==> src/rtl/regfile_sequencer.sv <==
// Sequences one ALU operation over an external register file: read src, read dst, write dst, respond.
// Optional build macro REGFILE_SEQ_SAME_REG_EN: when src==dst, the second read is skipped (B=A).
module regfile_sequencer #(
    parameter int ADDR_W = 4,
    parameter int DATA_W = 8
) (
    input  logic              clk,
    input  logic              rst_n,
    input  logic              req_valid,
    output logic              req_ready,
    input  logic [2:0]        req_op,
    input  logic [ADDR_W-1:0] req_dst,
    input  logic [ADDR_W-1:0] req_src,
    output logic [ADDR_W-1:0] rf_addr,
    output logic [DATA_W-1:0] rf_wdata,
    output logic              rf_we,
    input  logic [DATA_W-1:0] rf_rdata,
    output logic              rsp_valid,
    input  logic              rsp_ready,
    output logic [DATA_W-1:0] rsp_result,
    output logic [1:0]        rsp_flags
);

    typedef enum logic [2:0] {IDLE, RD_SRC, RD_DST, WR, RSP} state_e;

    localparam logic [2:0] OP_ADD = 3'd0;
    localparam logic [2:0] OP_SUB = 3'd1;
    localparam logic [2:0] OP_AND = 3'd2;
    localparam logic [2:0] OP_OR  = 3'd3;
    localparam logic [2:0] OP_XOR = 3'd4;
    localparam logic [2:0] OP_MOV = 3'd5;
    localparam logic [2:0] OP_NOT = 3'd6;
    localparam logic [2:0] OP_CMP = 3'd7;

    state_e            state_q, state_d;
    logic [2:0]        op_q, op_d;
    logic [ADDR_W-1:0] dst_q, dst_d;
    logic [ADDR_W-1:0] src_q, src_d;
    logic [DATA_W-1:0] a_q, a_d;
    logic [DATA_W-1:0] result_q, result_d;
    logic [1:0]        flags_q, flags_d;
    logic [DATA_W+1:0] alu_out;
    logic              single_op;
    logic              skip_dst;

    // Returns {C, Z, result}; B is the destination operand, A the source operand.
    function automatic logic [DATA_W+1:0] alu(input logic [2:0] op,
                                              input logic [DATA_W-1:0] a,
                                              input logic [DATA_W-1:0] b);
        logic [DATA_W:0]   wide;
        logic [DATA_W-1:0] res;
        logic              c;
        wide = '0;
        res  = '0;
        c    = 1'b0;
        case (op)
            OP_ADD: begin
                wide = {1'b0, b} + {1'b0, a};
                res  = wide[DATA_W-1:0];
                c    = wide[DATA_W];
            end
            OP_SUB, OP_CMP: begin
                wide = {1'b0, b} - {1'b0, a};
                res  = wide[DATA_W-1:0];
                c    = wide[DATA_W];
            end
            OP_AND:  res = b & a;
            OP_OR:   res = b | a;
            OP_XOR:  res = b ^ a;
            OP_MOV:  res = a;
            OP_NOT:  res = ~a;
            default: res = '0;
        endcase
        return {c, (res == '0), res};
    endfunction

    assign single_op = (op_q == OP_MOV) || (op_q == OP_NOT);
`ifdef REGFILE_SEQ_SAME_REG_EN
    assign skip_dst = !single_op && (src_q == dst_q);
`else
    assign skip_dst = 1'b0;
`endif

    // NOTE: synchronous reset -- the branch is evaluated only on the clock edge, never asynchronously.
    always_ff @(posedge clk) begin
        if (!rst_n) begin
            state_q  <= IDLE;
            op_q     <= '0;
            dst_q    <= '0;
            src_q    <= '0;
            a_q      <= '0;
            result_q <= '0;
            flags_q  <= '0;
        end else begin
            state_q  <= state_d;
            op_q     <= op_d;
            dst_q    <= dst_d;
            src_q    <= src_d;
            a_q      <= a_d;
            result_q <= result_d;
            flags_q  <= flags_d;
        end
    end

    // NOTE: every output of this block gets a default first, so no path can infer a latch.
    always_comb begin
        state_d   = state_q;
        op_d      = op_q;
        dst_d     = dst_q;
        src_d     = src_q;
        a_d       = a_q;
        result_d  = result_q;
        flags_d   = flags_q;
        alu_out   = '0;
        req_ready = 1'b0;
        rf_addr   = '0;
        rf_wdata  = '0;
        rf_we     = 1'b0;
        rsp_valid = 1'b0;

        case (state_q)
            IDLE: begin
                req_ready = rst_n;
                if (req_valid && rst_n) begin
                    op_d    = req_op;
                    dst_d   = req_dst;
                    src_d   = req_src;
                    state_d = RD_SRC;
                end
            end
            RD_SRC: begin
                rf_addr = src_q;
                a_d     = rf_rdata;
                if (single_op || skip_dst) begin
                    alu_out  = alu(op_q, rf_rdata, rf_rdata);
                    result_d = alu_out[DATA_W-1:0];
                    flags_d  = alu_out[DATA_W+1:DATA_W];
                    state_d  = (op_q == OP_CMP) ? RSP : WR;
                end else begin
                    state_d = RD_DST;
                end
            end
            RD_DST: begin
                rf_addr  = dst_q;
                alu_out  = alu(op_q, a_q, rf_rdata);
                result_d = alu_out[DATA_W-1:0];
                flags_d  = alu_out[DATA_W+1:DATA_W];
                state_d  = (op_q == OP_CMP) ? RSP : WR;
            end
            WR: begin
                rf_addr  = dst_q;
                rf_wdata = result_q;
                rf_we    = rst_n;  // a write colliding with reset is dropped
                state_d  = RSP;
            end
            RSP: begin
                rsp_valid = 1'b1;
                if (rsp_ready) state_d = IDLE;
            end
            default: state_d = IDLE;
        endcase
    end

    assign rsp_result = result_q;
    assign rsp_flags  = flags_q;

endmodule

==> config.mk <==
export PLATFORM = sky130hd
export DESIGN_NAME = regfile_sequencer
export DESIGN_NICKNAME = d
export VERILOG_FILES = /design/src/rtl/regfile_sequencer.sv
export SDC_FILE = /design/constraint.sdc
export NUM_CORES = 1
export LEC_CHECK = 0
export CAP_MARGIN = 10
export CORE_MARGIN = 10
export CORE_UTILIZATION = 50
export CTS_BUF_LIST = sky130_fd_sc_hd__clkbuf_8 sky130_fd_sc_hd__clkbuf_16
export CTS_CLUSTER_SIZE = 12
export DETAILED_ROUTE_END_ITERATION = 7
export PLACE_DENSITY_LB_ADDON = 0.05
export SKIP_LAST_GASP = 1
export SLEW_MARGIN = 10
export SYNTH_ARGS = -nofsm -noshare
export SYNTH_HDL_FRONTEND = slang
export SYNTH_SLANG_ARGS = --single-unit
==> constraint.sdc <==
create_clock -name clk -period 6.2 [get_ports clk]
set_clock_uncertainty 0.15 [all_clocks]
set_input_delay 0.93 -clock clk [delete_from_list [all_inputs] [get_ports clk]]
set_output_delay 0.93 -clock clk [all_outputs]
set_load 0.1 [all_outputs]
# Word-level counts from Yosys, hierarchy flattened
# Index checks and enable logic that the tools add are counted.
# Widths: inputs -> output; s select.
# totals
register_bits	32
input_bits	23
output_inout_bits	25
word_cells	66
# op_classes
n_addsub	4
n_eq_ne	14
mux	21
n_bitwise	8
n_reduce_logical	12
# op_table
operator	count
$pmux 8 s7	2
$mux 8	5
$add 8x8->9	2
$sub 8x8->9	2
$and 8x8->8	2
$logic_not 8->1	2
$not 8->8	2
$or 8x8->8	2
$pmux 8 s2	1
$xor 8x8->8	2
$eq 3x3->1 const B	5
$pmux 3 s5	1
$eq 3x2->1 const B	4
$mux 3	4
$pmux 4 s2	1
$eq 3x1->1 const B	2
$logic_not 3->1	2
$ne 2x2->1 const B	3
$reduce_and 2->1	3
$pmux 1 s2	2
$pmux 2 s2	1
$reduce_or 2->1	2
$mux 1	3
$mux 2	1
3 further kinds	3

# Logic depth before layout (Yosys ltp)
# Gate-level depths: netlist (run 1).
# logic_depth
depth_word	8
mapped_depth	10
ltp_nobuf	10

# Worst setup path before layout (run 1)
# OpenSTA, ideal clock, no wires.
# synth_timing
path_kind	in2out
from	in rst_n
to	out req_ready
arrival_time_ps	3098
required_time_ps	5120
slack_ps	2022
cell_stages	2
n_path_buf	0
path_cell_list	nand2b_1 > nor3_1
# synth_via
elab_chain_len	1
# synth_rtl
element	line_no	text
from (decl)	8	input logic rst_n,
$mux 1	121	case (state_q)
to (decl)	10	output logic req_ready,
# No other way between the ends.

# Worst setup path after layout (run 1)
# Same ends and word-level chain as after synthesis.

==> results_dict.tcl, run 1 <==
set metrics [dict create \
    run_status "finished, final reports clean" \
    chipHeight_um 98.8 \
    max_freq_mhz 226 \
    grt_setup_unrepaired "no" \
    worstSetupEndpointType "primary output" \
    critical_path_peak_fanout 15 \
    path_clk_slew_ns 0.08 \
    yosys_most_used_dff "dfxtp_1" \
    setup_viol 0 \
    synth_sequential_area_ratio_pct 20.6 \
    detailed_place_hpwl_um 7000 \
    nNetsFinal 509 \
    total_leakage_power_nw 1.49 \
    synth.largest_area_cell "dfxtp_1" \
    clock_latency_late_sink_ns 0.29 \
    ys_warn_count 0 \
    maximum_number_of_pins_on_one_net_before_global_route_repair 41 \
    clock_root_buffer "clkbuf_8" \
    numPortBuffers 47 \
    synth_top_cells_by_area "dfxtp_1 21%, ha_1 9.7%, nand2_1 7.4%" \
    antenna_found_initial 0 \
    cts.htree.levels 2 \
    initial_utilization_pct 51.9 \
    final_hold_slack_ns 0.305 \
    grt_first_pass_wirelength_um 15700 \
    coreArea_mm2 0.00599 \
    remaining_drc_errors 0 \
    cp-startpoint "rst_n" \
    max_stage_delay_ns 1.20 \
    fp.dieArea_mm2 0.00977 \
    share_of_post_route_cells_with_drive_strength_above_1_pct 4.56 \
    worst_ep_arrival_time_ns 3.34 \
    fp-row-count 28 \
    drt-initial-drc-count 292 \
    post-synth-top-count-cell "nand2_1" \
    vdd_ir_drop_max_mv 0.144 \
    drt_wl_total_um 9430 \
    required_ns 5.12 \
    max-cap-violations 0 \
    finalHoldViolCount 0 \
    clockBufferDepth 2 \
    drt-vias-per-instance 6.05 \
    grt_use_total_pct 18.8 \
    crit_top_cell "clkdlybuf4s50_1" \
    vias 3241 \
    synth.top_cells.by_count "61 x nand2_1, 35 x a21oi_1, 32 x dfxtp_1, 32 x o21ai_0, 28 x inv_1" \
    cts_inserted_buffers 5 \
    post_synth_instance_area_mm2 0.00311 \
    async_flop_share_pct 0 \
    path_cells "clkdlybuf4s50_1, nand2b_1, nor3_1, clkdlybuf4s50_1" \
    post-cts-setup-buffers 0 \
    tightestPinTransition_ns 0.996 \
    grt_residual_overflow 0 \
    flow.area_growth_from_synthesis_pct 17.3 \
    holdCritPathClass "reg2reg" \
    portion_of_synthesized_cell_area_occupied_by_the_leading_cell_type_pct 20.6 \
    syn_avg_cell_area_um2 7.18 \
    synth.ff_latch_count 32 \
    critPathSlowestCell "clkdlybuf4s50_1" \
    syn-num-nets 482 \
    crit_type "in2out" \
    netlist-cell-type-count 64 \
    slew_headroom_pct 33.4 \
    dieWidth_um 98.8 \
    cts_resized 0 \
    min-delay-start "src_q[2]$_SDFFE_PN0P_" \
    power.density_mw_per_mm2 225 \
    num_io_pins 48 \
    number_of_enable_type_register_cells_in_the_synthesized_netlist 0 \
    cp_startpoint_kind "input pin" \
    route.antenna.remaining_nets 0 \
    final.setup.tns_ns 0 \
    final_max_slew_viol_count 0 \
    clock_sink_count 32 \
    synthesis.instances 433 \
    cts_tree "built" \
    routedWlPerCell_um 17.6 \
    gp_congestion 0.882 \
    dr.pass1.iters 5 \
    reg2reg_from "op_q[2]$_SDFFE_PN0P_" \
    grt_pass1_vias 3125 \
    n_diodes 0 \
    timing.final.crit_share_pct 71.2 \
    cts_hold_buffers 0 \
    finalWorstPathRequiredPeriod_ns 4.42 \
]
-- where the power goes --
| part | switching, mW | total, mW | internal, mW |
|---|---|---|---|
| logic | 0.241 | 0.368 | 0.126 |
| clock network | 0.0857 | 0.205 | 0.119 |
| registers | 0.0230 | 0.247 | 0.224 |
-- cells by family (layout without fill, tap and decap cells) --
kind of cell	after synthesis	in the layout	synth area share, %
flip-flops	32	32	20.6
AO/OA/AOI/OAI	147	147	31.9
buffers and inverters	60	88	8.78
AND/OR/NAND/NOR	159	159	25.1
XOR/XNOR	6	6	1.69
multiplexers	3	3	0.966
adder cells (fa/ha/maj)	26	26	11.0
-- layout make-up --
class / instances / area (µm²)
flip-flops and latches: 32 / 641
well taps: 75 / 93.8
repair buffers: 50 / 493
fillers: 596 / 2340
clock buffers: 5 / 68.8
clock inverters: 3 / 42.5
multi-input cells: 341 / 2190
inverters: 30 / 113
-- per-layer routing --
metal | global-route usage (%) | wire length (µm)
met1 | 24.6 | 4260
met2 | 29.3 | 4440
met3 | 3.84 | 493
met4 | 7.28 | 235
met5 | 0 | 0
-- through the flow --
stage               cell area [µm²]  setup WS, ns  std cells  utilization (%)  total power, mW
floorplan                      3110          2.02        433                -            0.521
global placement               3530          1.83        528             59.0            0.613
detailed placement             3530          1.83        528             59.0            0.615
CTS                            3650          1.82        536             60.9            0.819
global route                   3650          1.70        536             60.9            0.870
finish                         3650          1.78        536             60.9            0.819
-- worst max-delay path: cells and delay by family --
family | cells | cell delay, ns
simple gates | 2 | 0.41
buf+inv | 2 | 2.00
-- worst paths after layout --
check        cells past startpoint  slack [ns]                         to
max                              4        1.78                  req_ready
min                              2        0.31      src_q[2]$_SDFFE_PN0P_
max reg2reg                      7        2.54  rsp_flags[0]$_SDFFE_PN0P_
min reg2reg                      2        0.31      src_q[2]$_SDFFE_PN0P_
-- layout by cell type (no fill, tap or decap), types with 6 or more instances in the layout --
cell type / n
nand2_1: 61
clkdlybuf4s50_1: 47
a21oi_1: 35
o21ai_0: 32
dfxtp_1: 32
inv_1: 28
nor2_1: 27
ha_1: 24
and2_1: 23
a22oi_1: 19
nand3_1: 13
nor3_1: 8
o211ai_1: 6
a21boi_0: 6
-- sequential cells by signal (all words and copies together) (netlist names) --
register / count
state_q: 3
rsp_result: 8
rsp_flags: 2
src_q: 4
op_q: 3
a_q: 8
dst_q: 4
Note: power is estimated with default switching activity, not from simulation.
==> inputs of run 2 (changes only) <==
==> constraint.sdc (replaced) <==
create_clock -name clk -period 3.65 [get_ports clk]
set_clock_uncertainty 0.15 [all_clocks]
set_input_delay 0.5475 -clock clk [delete_from_list [all_inputs] [get_ports clk]]
set_output_delay 0.5475 -clock clk [all_outputs]
set_load 0.1 [all_outputs]
==> run 2 against run 1 <==
Compared with the run above:
- die area is the same
- cell area is 2.9% higher
- final cell count grew 2.8%
- critical endpoint is now rsp_result[5]$_SDFFE_PN0P_
==> results_dict.tcl, run 2 (synthesis gave the netlist of run 1 again) <==
set metrics [dict create \
    netSwitchingPower_uw 611 \
    holdCritPathClass "reg2reg" \
    cellInternalPower_uw 818 \
    cp_startpoint_kind "input pin" \
    share_of_post_route_cells_with_drive_strength_above_1_pct 10.9 \
    share_seq_of_total_power_pct 29.6 \
    max_stage_delay_ns 0.48 \
    timing.final.crit_share_pct 88.2 \
    cts.htree.levels 2 \
    detailed_place_hpwl_um 7090 \
    mostFrequentLayoutCells "61 x nand2_1, 35 x a21oi_1, 32 x o21ai_0, 32 x dfxtp_1, 32 x clkdlybuf4s50_1" \
    flow.area_growth_from_synthesis_pct 20.7 \
    critical_path.endpoint "rsp_result[5]$_SDFFE_PN0P_" \
    critical_path_peak_fanout 4 \
    grt_setup_unrepaired "no" \
    routedWlPerCell_um 17.3 \
    drt-initial-drc-count 359 \
    max-cap-violations 0 \
    crit_type "in2reg" \
    cts_tree "built" \
    initial_utilization_pct 51.9 \
    gp_congestion 1.01 \
    dr_wl_met2_um 4450 \
    power.density_mw_per_mm2 381 \
    r2r_cells 9 \
    cts_resized 0 \
    setup_viol 0 \
    worst_ep_arrival_time_ns 3.25 \
    worst-path-buf-inv 2 \
    total_leakage_power_nw 1.60 \
    chipHeight_um 98.8 \
    run_status "finished, final reports clean" \
    p_total_mw 1.43 \
    layout_commonest_cell "nand2_1" \
    route.antenna.remaining_nets 0 \
    slew_headroom_pct 31.7 \
    dieWidth_um 98.8 \
    grt_first_pass_wirelength_um 15800 \
    required_ns 3.69 \
    met3RoutedLength_um 595 \
    met1Wirelength_um 4200 \
    sw_frac_of_total_pct 42.7 \
    antenna_found_initial 0 \
    rrSetupSlack_ns 0.67 \
    remaining_drc_errors 0 \
    numPortBuffers 47 \
    comb_power_share_pct 45.3 \
    clock_sink_count 32 \
    tightestPinTransition_ns 1.02 \
    post-cts-setup-buffers 0 \
    grt_use_total_pct 19.1 \
    reg2reg_to "rsp_result[5]$_SDFFE_PN0P_" \
    finalWorstPathRequiredPeriod_ns 3.22 \
    cts_hold_buffers 0 \
    fp.dieArea_mm2 0.00977 \
    critical_path.top_delay_family "compound AO/OA/AOI/OAI gates" \
    vias 3348 \
    path_clk_slew_ns 0.08 \
    coreArea_mm2 0.00599 \
    final_core_utilization_pct 62.6 \
    clock_root_buffer "clkbuf_8" \
    pwr-share-clk_pct 25.1 \
    grt_pass1_vias 3166 \
    critPathSlowestCell "clkdlybuf4s50_1" \
    path_cells "clkdlybuf4s50_1, inv_1, ha_1, a211oi_2, nor2_1, o311a_1, o32a_1, a221oi_1, o21ai_0, and2_1" \
    drt-vias-per-instance 6.08 \
    final_max_slew_viol_count 0 \
    maximum_number_of_pins_on_one_net_before_global_route_repair 30 \
    reg2reg_from "a_q[1]$_SDFFE_PN0P_" \
    num_io_pins 48 \
    vdd_ir_drop_max_mv 0.233 \
    max_freq_mhz 311 \
    cp-startpoint "rf_rdata[1]" \
    n_diodes 0 \
    finalHoldViolCount 0 \
    clockBufferDepth 2 \
    worstSetupEndpointType "register" \
    drt_wl_total_um 9510 \
    grt_residual_overflow 0 \
    highest-signal-layer "met4" \
    nNetsFinal 524 \
    fp-row-count 28 \
    final.setup.tns_ns 0 \
    clock_latency_late_sink_ns 0.30 \
    crit_cells 10 \
    dr.pass1.iters 5 \
    cts_inserted_buffers 5 \
]
run 2: cell count changes in the layout (fill, tap and decap cells not counted), sizes merged:
cell / previous run / this run
buf: 3 / 33
clkdlybuf4s50: 47 / 32
run 2: worst min path at each step:
| stage | from | to | slack, ns | cells after the start |
|---|---|---|---|---|
| final | src_q[1]$_SDFFE_PN0P_ | src_q[1]$_SDFFE_PN0P_ | 0.30 | 2 |
| after global routing | dst_q[1]$_SDFFE_PN0P_ | dst_q[1]$_SDFFE_PN0P_ | 0.33 | 2 |
| after CTS | src_q[1]$_SDFFE_PN0P_ | src_q[1]$_SDFFE_PN0P_ | 0.31 | 2 |
| after detailed placement | src_q[1]$_SDFFE_PN0P_ | src_q[1]$_SDFFE_PN0P_ | 0.30 | 2 |
| after global placement | src_q[2]$_SDFFE_PN0P_ | src_q[2]$_SDFFE_PN0P_ | 0.29 | 2 |
| after floorplan | src_q[0]$_SDFFE_PN0P_ | src_q[0]$_SDFFE_PN0P_ | 0.28 | 2 |
run 2: power groups by stage:
stage | clock [mW] | combinational, mW | sequential [mW]
after global routing | 0.373 | 0.703 | 0.428
after CTS | 0.363 | 0.636 | 0.422
after floorplan | 0 | 0.419 | 0.467
final | 0.359 | 0.647 | 0.423
after global placement | 0 | 0.629 | 0.429
after detailed placement | 0 | 0.632 | 0.430
run 2: per-stage QoR:
step	cells	hold WS, ns	cell area, µm²	setup WS [ns]
final	551	0.304	3750	0.432
after global routing	551	0.326	3750	0.296
after CTS	551	0.307	3750	0.512
after detailed placement	543	0.295	3640	0.208
after global placement	543	0.294	3640	0.267
after floorplan	433	0.280	3110	0.880
run 2: cell type report:
class                      instances  area, µm²
fill                             566       2240
multi-input combinational        341       2200
inverter                          30        113
sequential                        32        641
tap                               75       93.8
clock inverter                     3       42.5
timing repair buffer              65        593
clock buffer                       5       68.8
run 2: metal layers:
metal  vias to the layer above  global-route usage (%)
met5                         -                       0
met4                         0                    6.73
met3                        21                    3.91
met2                       132                    30.9
met1                      1577                    24.4
li1                       1618                       -
run 2: worst reg2reg max path: stages, from the launching register on:
cell and delay [ns]:
dfxtp_1 0.48, inv_1 0.12, ha_1 0.34, a211oi_2 0.28, nor2_1 0.11, o311a_1 0.29, o32a_1 0.34, a221oi_1 0.43
o21ai_0 0.15, and2_1 0.17
==> patch: new RTL, config.mk and constraints of run 2 <==
Take the reset off `a_q` and load it in a clocked block of its own.
--- a/src/rtl/regfile_sequencer.sv
+++ b/src/rtl/regfile_sequencer.sv
@@ -89,5 +89,4 @@
             dst_q    <= '0;
             src_q    <= '0;
-            a_q      <= '0;
             result_q <= '0;
             flags_q  <= '0;
@@ -97,8 +96,11 @@
             dst_q    <= dst_d;
             src_q    <= src_d;
-            a_q      <= a_d;
             result_q <= result_d;
             flags_q  <= flags_d;
         end
+    end
+
+    always_ff @(posedge clk) begin
+        a_q <= a_d;
     end
 
Check against the original RTL: no difference found for any inputs over 10 cycles, from zero or initial values and one cycle with rst_n low; that may be too few to reach the edited logic, so the function may still have changed.
==> patch against run 2 <==
  * Power decreased by 5.0%
  * Routed wire length decreased by 7.2%
  * Sequential cell count unchanged
  * Design area decreased by 5.7%
  * Final cell count decreased by 8.3%
  * First-iteration DRC count decreased by 28%
  * Core utilization increased by 0.48 points
  * Area after synthesis decreased by 5.4%
  * Setup slack improved by 0.074 ns
  * Critical path type unchanged
  * Critical endpoint is now rsp_flags[0]$_SDFFE_PN0P_
==> patch: results (changes against run 2) <==
worst-skew pair later-pin latency 0.29 ns; capture point of the worst path rsp_flags[0]$_SDFFE_PN0P_; RD Place Congestion 0.894 (-11%); Lkg Pwr 1.50 nW (-6.6%); Min Hold Slack 0.306 ns (+0.00251 ns); DP Area 3440 um2 (-5.6%); Post-Syn Instances 386 (-11%); non-filler instance count after layout 505 (-8.3%); Synth async-reset ratio 0 (unchanged); status finished clean; Yosys warning count 0 (unchanged); CTS resizes 0 (unchanged); highest routed metal layer met4; metal1 wirelength 4080 um (-2.8%); peak supply drop 230 uV (-1.3%); DRT iter0 DRCs 257 (-28%); Setup WS pre-CTS 0.301 ns (+0.0929 ns); critical hold path startpoint src_q[1]$_SDFFE_PN0P_; CTS Buf Count 5 (unchanged); GRT Total Usage 0.178 (-0.0126); # Post-CTS Setup Buffers 0 (unchanged); vias in the first global route 2817 (-11%); ant diodes 0 (unchanged); synth top area cells dfxtp_1 (16%), ha_1 (10%), edfxtp_1 (8.2%); EDFF count, synth 8 (+8); Hold Path Cell Cnt 2 (unchanged); Worst Hold Endpoint src_q[1]$_SDFFE_PN0P_; DR pass1 iterations 5 (unchanged); class of the worst hold path reg2reg; Final period util 0.861 (-0.0203); Hold Fails Final Rpt 0 (unchanged); clock tree root driver cell clkbuf_8; register area share after synthesis 0.245 (+0.0390); clock transition at the registers of the reported paths 0.08 ns (about the same); CTS max path bufs 2 (unchanged); Net Count, Synth 435 (-9.8%); worst relative slew slack 0.344 (+0.0272); maximum fanout along the worst path 9 (+5); H-tree Lvls 2 (unchanged); RR Startpoint a_q[4]$_DFFE_PP_; WL met3 538 um (-9.6%); first-pass GRT wire length 14400 um (-8.9%); WL per Instance 17.5 um (+1.3%); Layout Nets 481 (-8.2%); largest net degree at the start of global routing 31 (+3.3%); layout cells sized above 1 0.102 (-0.00763); placed cells 497 (-8.5%); r2r setup slk 0.83 ns (+0.16 ns); detailed placement HPWL 6640 um (-6.3%); Buffers on Ports 47 (unchanged); post-synth cell types 66 (+3.1%); met2 wire length 3960 um (-11%); CP arrival 3.21 ns (-0.04 ns); fill count 536 (-5.3%); DR vias/cell 6.02 (-0.90%); crit path launch rf_rdata[4]; initial antenna violation count 0 (unchanged); Commonest cells post-synth nand2_1 (47), a21oi_1 (30), inv_1 (28), o21ai_0 (28)
-- patch: cell count changes after synthesis, sizes merged, moves of 7 or more --
cell    change
a22oi       -8
and2       -12
clkbuf      -7
dfxtp       -8
edfxtp      +8
nand2      -14
-- patch: metal layers --
metal  global-route usage  vias up
met3               0.0334       20
met2                0.274      111
met4               0.0688        0
li1                     -     1482
met1                0.238     1428
met5                    0        -
-- patch: power by group --
group	internal [mW]	switching, mW	total, mW
Sequential	0.399	0.0489	0.448
Combinational	0.209	0.386	0.595
Clock	0.172	0.142	0.314
-- patch: cell families (layout without fill, tap and decap cells) --
| family | Yosys count | after routing | synth area share |
|---|---|---|---|
| fa+ha+maj | 26 | 26 | 0.116 |
| flops | 32 | 32 | 0.245 |
| compound gates | 129 | 129 | 0.295 |
| mux | 7 | 7 | 0.0243 |
| xor+xnor | 4 | 4 | 0.0119 |
| buf+inv | 50 | 97 | 0.0796 |
| simple gates | 138 | 138 | 0.229 |
-- patch: worst max-delay path, cell delays in order --
cell and delay (ns):
clkdlybuf4s50_1 0.48, inv_1 0.07, ha_1 0.48, inv_1 0.11, a221o_1 0.32, a31oi_1 0.30, o2111ai_1 0.14, a32oi_1 0.35
nand4_1 0.19, o31ai_1 0.21
-- patch: layout make-up --
class / instances / area (um2) / area share
tap: 72 / 90.1 / 0.0255
clock buffer: 6 / 93.8 / 0.0265
clock inverter: 2 / 8.76 / 0.00248
sequential: 32 / 721 / 0.204
timing repair buffer: 60 / 531 / 0.150
multi-input combinational: 304 / 1990 / 0.561
inverter: 29 / 109 / 0.0308
